<file path="src/rtl/cpu_vram_port.sv">
// cpu_vram_port: CPU-side VRAM register port (VRAMADDR / VRAMRW / VRAMMOD).
// Turns register writes into single VRAM access requests. Each request waits
// for the completion pulse of its zone. VRAMRW writes get one level of
// buffering. After each write the address steps by VMOD.
//
// Build option: define VRAM_PREFETCH_EN to issue prefetch READ accesses into
// RDBUF. With the macro undefined, only writes are issued.
//
// Ports:
//   CLK_24M, nRESET            master clock, async active-low reset
//   REG_SEL/REG_WR/REG_WRDATA  register select (0 addr, 1 rw, 2 mod, 3 none),
//                              write strobe and write data
//   REG_RDDATA                 registered read data (VMOD if REG_SEL=2, else RDBUF)
//   CPU_ADDR/ZONE/RW/WRDATA    access request payload (ZONE 1 = fast VRAM, RW 1 = read)
//   CPU_PENDING                request outstanding
//   SLOW_ACK/FAST_ACK          per-zone completion pulses
//   SLOW_RDDATA/FAST_RDDATA    per-zone read data
//   OVERRUN                    sticky flag, set when a VRAMRW write is dropped
module cpu_vram_port (
    input  logic        CLK_24M,
    input  logic        nRESET,
    input  logic [1:0]  REG_SEL,
    input  logic        REG_WR,
    input  logic [15:0] REG_WRDATA,
    output logic [15:0] REG_RDDATA,
    output logic [14:0] CPU_ADDR,
    output logic        CPU_ZONE,
    output logic        CPU_RW,
    output logic [15:0] CPU_WRDATA,
    output logic        CPU_PENDING,
    input  logic        SLOW_ACK,
    input  logic        FAST_ACK,
    input  logic [15:0] SLOW_RDDATA,
    input  logic [15:0] FAST_RDDATA,
    output logic        OVERRUN
);

    localparam int unsigned DW = 16;
    localparam int unsigned AW = 15;

    typedef enum logic [1:0] {
        ST_IDLE  = 2'd0,
        ST_WRITE = 2'd1,
        ST_READ  = 2'd2
    } state_e;

    state_e        state_q, state_d;
    logic [DW-1:0] vaddr_q, vaddr_d;
    logic [DW-1:0] vmod_q, vmod_d;
    logic [DW-1:0] rdbuf_q, rdbuf_d;
    logic [DW-1:0] hold_data_q, hold_data_d;
    logic          hold_valid_q, hold_valid_d;
    logic          refetch_q, refetch_d;
    logic [AW-1:0] cpu_addr_q, cpu_addr_d;
    logic          cpu_zone_q, cpu_zone_d;
    logic          cpu_rw_q, cpu_rw_d;
    logic [DW-1:0] cpu_wrdata_q, cpu_wrdata_d;
    logic          cpu_pending_q, cpu_pending_d;
    logic [DW-1:0] reg_rddata_q, reg_rddata_d;
    logic          overrun_q, overrun_d;

    logic wr_addr_c, wr_rw_c, wr_mod_c;
    logic active_c, ack_c, refetch_eff_c, enter_c;

    // State and register file
    always_ff @(posedge CLK_24M or negedge nRESET) begin
        if (!nRESET) begin
            state_q       <= ST_IDLE;
            vaddr_q       <= '0;
            vmod_q        <= '0;
            rdbuf_q       <= '0;
            hold_data_q   <= '0;
            hold_valid_q  <= 1'b0;
            refetch_q     <= 1'b0;
            cpu_addr_q    <= '0;
            cpu_zone_q    <= 1'b0;
            cpu_rw_q      <= 1'b1;
            cpu_wrdata_q  <= '0;
            cpu_pending_q <= 1'b0;
            reg_rddata_q  <= '0;
            overrun_q     <= 1'b0;
        end else begin
            state_q       <= state_d;
            vaddr_q       <= vaddr_d;
            vmod_q        <= vmod_d;
            rdbuf_q       <= rdbuf_d;
            hold_data_q   <= hold_data_d;
            hold_valid_q  <= hold_valid_d;
            refetch_q     <= refetch_d;
            cpu_addr_q    <= cpu_addr_d;
            cpu_zone_q    <= cpu_zone_d;
            cpu_rw_q      <= cpu_rw_d;
            cpu_wrdata_q  <= cpu_wrdata_d;
            cpu_pending_q <= cpu_pending_d;
            reg_rddata_q  <= reg_rddata_d;
            overrun_q     <= overrun_d;
        end
    end

    // Next-state and register update logic
    always_comb begin
        state_d       = state_q;
        vaddr_d       = vaddr_q;
        vmod_d        = vmod_q;
        rdbuf_d       = rdbuf_q;
        hold_data_d   = hold_data_q;
        hold_valid_d  = hold_valid_q;
        refetch_d     = refetch_q;
        cpu_addr_d    = cpu_addr_q;
        cpu_zone_d    = cpu_zone_q;
        cpu_rw_d      = cpu_rw_q;
        cpu_wrdata_d  = cpu_wrdata_q;
        overrun_d     = overrun_q;
        enter_c       = 1'b0;

        wr_addr_c = REG_WR && (REG_SEL == 2'd0);
        wr_rw_c   = REG_WR && (REG_SEL == 2'd1);
        wr_mod_c  = REG_WR && (REG_SEL == 2'd2);
        active_c  = (state_q != ST_IDLE);
        // Only the ack of the zone being accessed counts.
        ack_c     = active_c && (cpu_zone_q ? FAST_ACK : SLOW_ACK);

`ifdef VRAM_PREFETCH_EN
        // An address write during an access means the prefetched data is stale.
        refetch_eff_c = refetch_q || (wr_addr_c && active_c);
`else
        refetch_eff_c = refetch_q;
`endif

        if (wr_mod_c) begin
            vmod_d = REG_WRDATA;
        end

        // A register write to VRAMADDR wins over the post-write increment.
        if (wr_addr_c) begin
            vaddr_d = REG_WRDATA;
        end else if (ack_c && (state_q == ST_WRITE)) begin
            vaddr_d = {vaddr_q[15], AW'(vaddr_q[14:0] + vmod_q[14:0])};
        end

        if (ack_c && (state_q == ST_READ)) begin
            rdbuf_d = cpu_zone_q ? FAST_RDDATA : SLOW_RDDATA;
        end

        case (state_q)
            ST_IDLE: begin
                if (wr_rw_c) begin
                    state_d      = ST_WRITE;
                    cpu_wrdata_d = REG_WRDATA;
                    enter_c      = 1'b1;
                end
`ifdef VRAM_PREFETCH_EN
                else if (wr_addr_c) begin
                    state_d = ST_READ;
                    enter_c = 1'b1;
                end
`endif
            end
            default: begin
                refetch_d = refetch_eff_c;
                if (ack_c) begin
                    if (hold_valid_q) begin
                        // Consume the hold first; a same-cycle VRAMRW write refills it.
                        state_d      = ST_WRITE;
                        cpu_wrdata_d = hold_data_q;
                        enter_c      = 1'b1;
                        if (wr_rw_c) begin
                            hold_data_d = REG_WRDATA;
                        end else begin
                            hold_valid_d = 1'b0;
                        end
                    end else if (wr_rw_c) begin
                        state_d      = ST_WRITE;
                        cpu_wrdata_d = REG_WRDATA;
                        enter_c      = 1'b1;
                    end
`ifdef VRAM_PREFETCH_EN
                    else if ((state_q == ST_WRITE) || refetch_eff_c) begin
                        state_d   = ST_READ;
                        refetch_d = 1'b0;
                        enter_c   = 1'b1;
                    end
`endif
                    else begin
                        state_d   = ST_IDLE;
                        refetch_d = 1'b0;
                    end
                end else if (wr_rw_c) begin
                    if (!hold_valid_q) begin
                        hold_data_d  = REG_WRDATA;
                        hold_valid_d = 1'b1;
                    end else begin
                        overrun_d = 1'b1;
                    end
                end
            end
        endcase

        // Request payload is captured on entry and held until completion.
        if (enter_c) begin
            cpu_addr_d = vaddr_d[14:0];
            cpu_zone_d = vaddr_d[15];
            cpu_rw_d   = (state_d == ST_READ);
        end

        cpu_pending_d = (state_d != ST_IDLE);
        reg_rddata_d  = (REG_SEL == 2'd2) ? vmod_q : rdbuf_q;
    end

    assign REG_RDDATA  = reg_rddata_q;
    assign CPU_ADDR    = cpu_addr_q;
    assign CPU_ZONE    = cpu_zone_q;
    assign CPU_RW      = cpu_rw_q;
    assign CPU_WRDATA  = cpu_wrdata_q;
    assign CPU_PENDING = cpu_pending_q;
    assign OVERRUN     = overrun_q;

endmodule
</file>
<file path="config.mk">
export PLATFORM = sky130hd
export DESIGN_NAME = cpu_vram_port
export DESIGN_NICKNAME = d
export VERILOG_FILES = /design/src/rtl/cpu_vram_port.sv
export SDC_FILE = /design/constraint.sdc
export NUM_CORES = 1
export LEC_CHECK = 0
export BUFFER_PORTS_ARGS = -buffer_cell sky130_fd_sc_hd__buf_2
export CORE_MARGIN = 3
export CORE_UTILIZATION = 50
export DETAILED_ROUTE_END_ITERATION = 6
export GPL_TIMING_DRIVEN = 0
export PLACE_DENSITY = 0.76
export SETUP_SLACK_MARGIN = 0.02
export SKIP_CTS_REPAIR_TIMING = 1
export SYNTH_ARGS = -nofsm -noshare
export SYNTH_HDL_FRONTEND = slang
export SYNTH_SLANG_ARGS = --single-unit
</file>
<file path="constraint.sdc">
create_clock -name CLK_24M -period 2.4 [get_ports CLK_24M]
set_input_delay 0.48 -clock CLK_24M [delete_from_list [all_inputs] [get_ports CLK_24M]]
set_output_delay 0.48 -clock CLK_24M [all_outputs]
set_load 0.01 [all_outputs]
</file>
==> results.md <==
* Outcome: complete, but fails checks
* Failing checks: negative setup slack
* Met2 usage at 0.382
* Most frequent cells in the layout: dfrtp_1 (117), buf_2 (107), nand2_1 (48)
* Hpwl dp at 9650 µm
* # rows at 37
* Setup TNS Final at -914 ps
* Crit path launch: vaddr_q[0]$_DFF_PN0_
* Max Cap Viol at 0
* Clock Sinks at 118
* Synthesized area per cell at 11.5 µm²
* CP required at 2800 ps
* Port Buffer Count at about 110
* Clock Path Buffers at 2
* Post-synthesis sequential area ratio at 0.534
* CP endpoint kind: register
* Critical path class: register to register
* Die area at roughly 12000 µm²
* Async S/R FF share, synth at 1.00
* Final hold violations at 0
* Actual slew at the worst max-slew pin at 863 ps
* Largest net degree at the start of global routing at 70
* Cells after synthesis at 482
* Number of synthesized flops with an enable pin at 0
* RSZ-0062 raised after global routing: yes
* Minimum clock period at 2630 ps
* Post-synthesis register bit count at 118
* Hold_ws at roughly 240 ps
* Post-synth net total at 552
* Layout cells sized above 1 at 0.348
* Chip height at 111 µm
* Worst setup margin at -226 ps
* Routed vias at 4258
* Fillers at 793
* Final Skew at between 10 and 15 ps
* Slew Limit Fails at 0
* Gr ovfl total at 0
* GRT met1 Usage at 0.280
* First-pass DRT Iterations at 6
* Antenna-violating nets left at 0
* Clk slew on worst S/H paths at 60 ps
* Worst slew margin at 0.422
* Area of the core at roughly 11000 µm²
* Global-route wire length before repair at 22400 µm
* Critical Path AT at 3020 ps
* Synth Cell Area at 5530 µm²
* Starting Density at 0.524
* Fin nets at 686
* Starting DRT DRC Count at 329
* Global route hottest layer: met2
* FF-to-FF Start: vaddr_q[0]$_DFF_PN0_
* Ports at 106
* Number of CTS-inserted buffers at 17
* Synth warn at 0
* Critical path launch point type: register
* Worst hold path type: input port to register
* Remaining design rule violation count at 0
* # setup viols final at 9
* Leading register cell type out of synthesis: dfrtp_1
* Initial antenna violation count at 0
* Later-pin clock latency in the skew report at between 500 and 600 ps
* H-tree depth at 4
* Global routing met3 resource utilization at 0.0600
* DR WL/cell at 18.3 µm
* Part of the cycle the worst path needs at 1.09
* CTS tree: yes
* PD cells at 1130 nW/µm²
* Hold path startpoint: REG_WRDATA[12]
* Die W at 111 µm
* Synth unique cells at 54
* Vias in the first global route at roughly 4500
* CP max FO at 4
* Clock Tree Root: clkbuf_8
* Final WL at 14000 µm
* Peak VDD IR at 709 µV
* # diodes at 0
* Drt via density at around 5.6
* Leakage at 3.54 nW
* Layout overhead on the synthesized area at 27.0%
* Commonest non-fill, non-tap cell in the layout: dfrtp_1
* Placer Congestion at 0.914
* Fmax at 381 MHz
* Global-route usage over all layers at 0.226
## metal layers
layer / up-vias / share of wire
li1: 1994 / -
met1: 2080 / 0.42
met2: 149 / 0.49
met3: 35 / 0.059
met4: 0 / 0.034
met5: - / 0
## power breakdown
| group | leakage [nW] | switching [W] | total [W] | internal [W] |
|---|---|---|---|---|
| Sequential | 1.49 | 0.000322 | 0.00279 | 0.00247 |
| Clock | 0.269 | 0.000987 | 0.00239 | 0.00140 |
| Combinational | 1.77 | 0.00142 | 0.00274 | 0.00133 |
## area by class of cell
cell class | count | area (µm²) | area share
inverters | 1 | 3.75 | 0.000534
repair buffers | 114 | 622 | 0.0885
clock buffers | 18 | 418 | 0.0595
well taps | 136 | 170 | 0.0242
clock inverters | 14 | 144 | 0.0205
plain buffers | 23 | 110 | 0.0157
multi-input cells | 341 | 2600 | 0.371
flip-flops and latches | 118 | 2950 | 0.420
## critical path, stage by stage, from the launching register on
cell	delay, ps
dfrtp_1	380
ha_2	210
fa_2	350
a21o_1	230
a221oi_4	360
buf_4	170
xor2_1	170
nor2_1	90
a21oi_1	160
a21oi_2	90
mux2_4	290
## synth_stat cells (all sizes together) (6+ instances only)
master	instances	area, µm²
a21oi	33	165
nor2b	6	37.5
buf	9	43.8
nor2	46	173
a21o	10	75.1
nand2	48	180
clkbuf	14	52.6
mux2i	35	363
xnor2	8	70.1
dfrtp	117	2930
mux2	56	631
o21ai	29	145
ha	14	175
## sequential cells by signal, summed over array words and instances, names as in the netlist, 2 cells and up
signal       count
rdbuf_q         16
CPU_ADDR        15
vaddr_q         16
state_q          2
hold_data_q     16
REG_RDDATA      16
vmod_q          16
CPU_WRDATA      16
## cell families after synthesis
logic type,after synthesis,synth area share
AO/OA/AOI/OAI,100,0.111
XOR/XNOR,13,0.0206
adder cells (fa/ha/maj),15,0.0353
buffers and inverters,24,0.0181
flip-flops,118,0.534
multiplexers,91,0.180
AND/OR/NAND/NOR,121,0.101
## final timing paths
path	endpoint	slack [ps]	cells after the start
worst max register to register	CPU_ADDR[6]$_DFFE_PN0P_	-230	10
worst min-delay path	hold_data_q[12]$_DFFE_PN0P_	240	2
worst min register to register	CPU_ADDR[12]$_DFFE_PN0P_	470	2
max in group asynchronous	CPU_RW$_DFFE_PN1P_	1230	3
worst max-delay path	CPU_ADDR[6]$_DFFE_PN0P_	-230	10
min in group asynchronous	CPU_WRDATA[10]$_DFFE_PN0N_	460	2
## metrics by stage
stage	util	area (µm²)	setup slack [ps]	instances	power, W
after CTS	0.647	6830	-256	756	0.00761
after detailed placement	0.594	6260	-235	724	0.00520
after floorplan	-	5540	8.71	482	0.00446
final	0.666	7030	-226	765	0.00793
after global placement	0.590	6230	-500	723	0.00511
after global routing	0.666	7030	-305	765	0.00838
(Power assumes the default switching activity.)
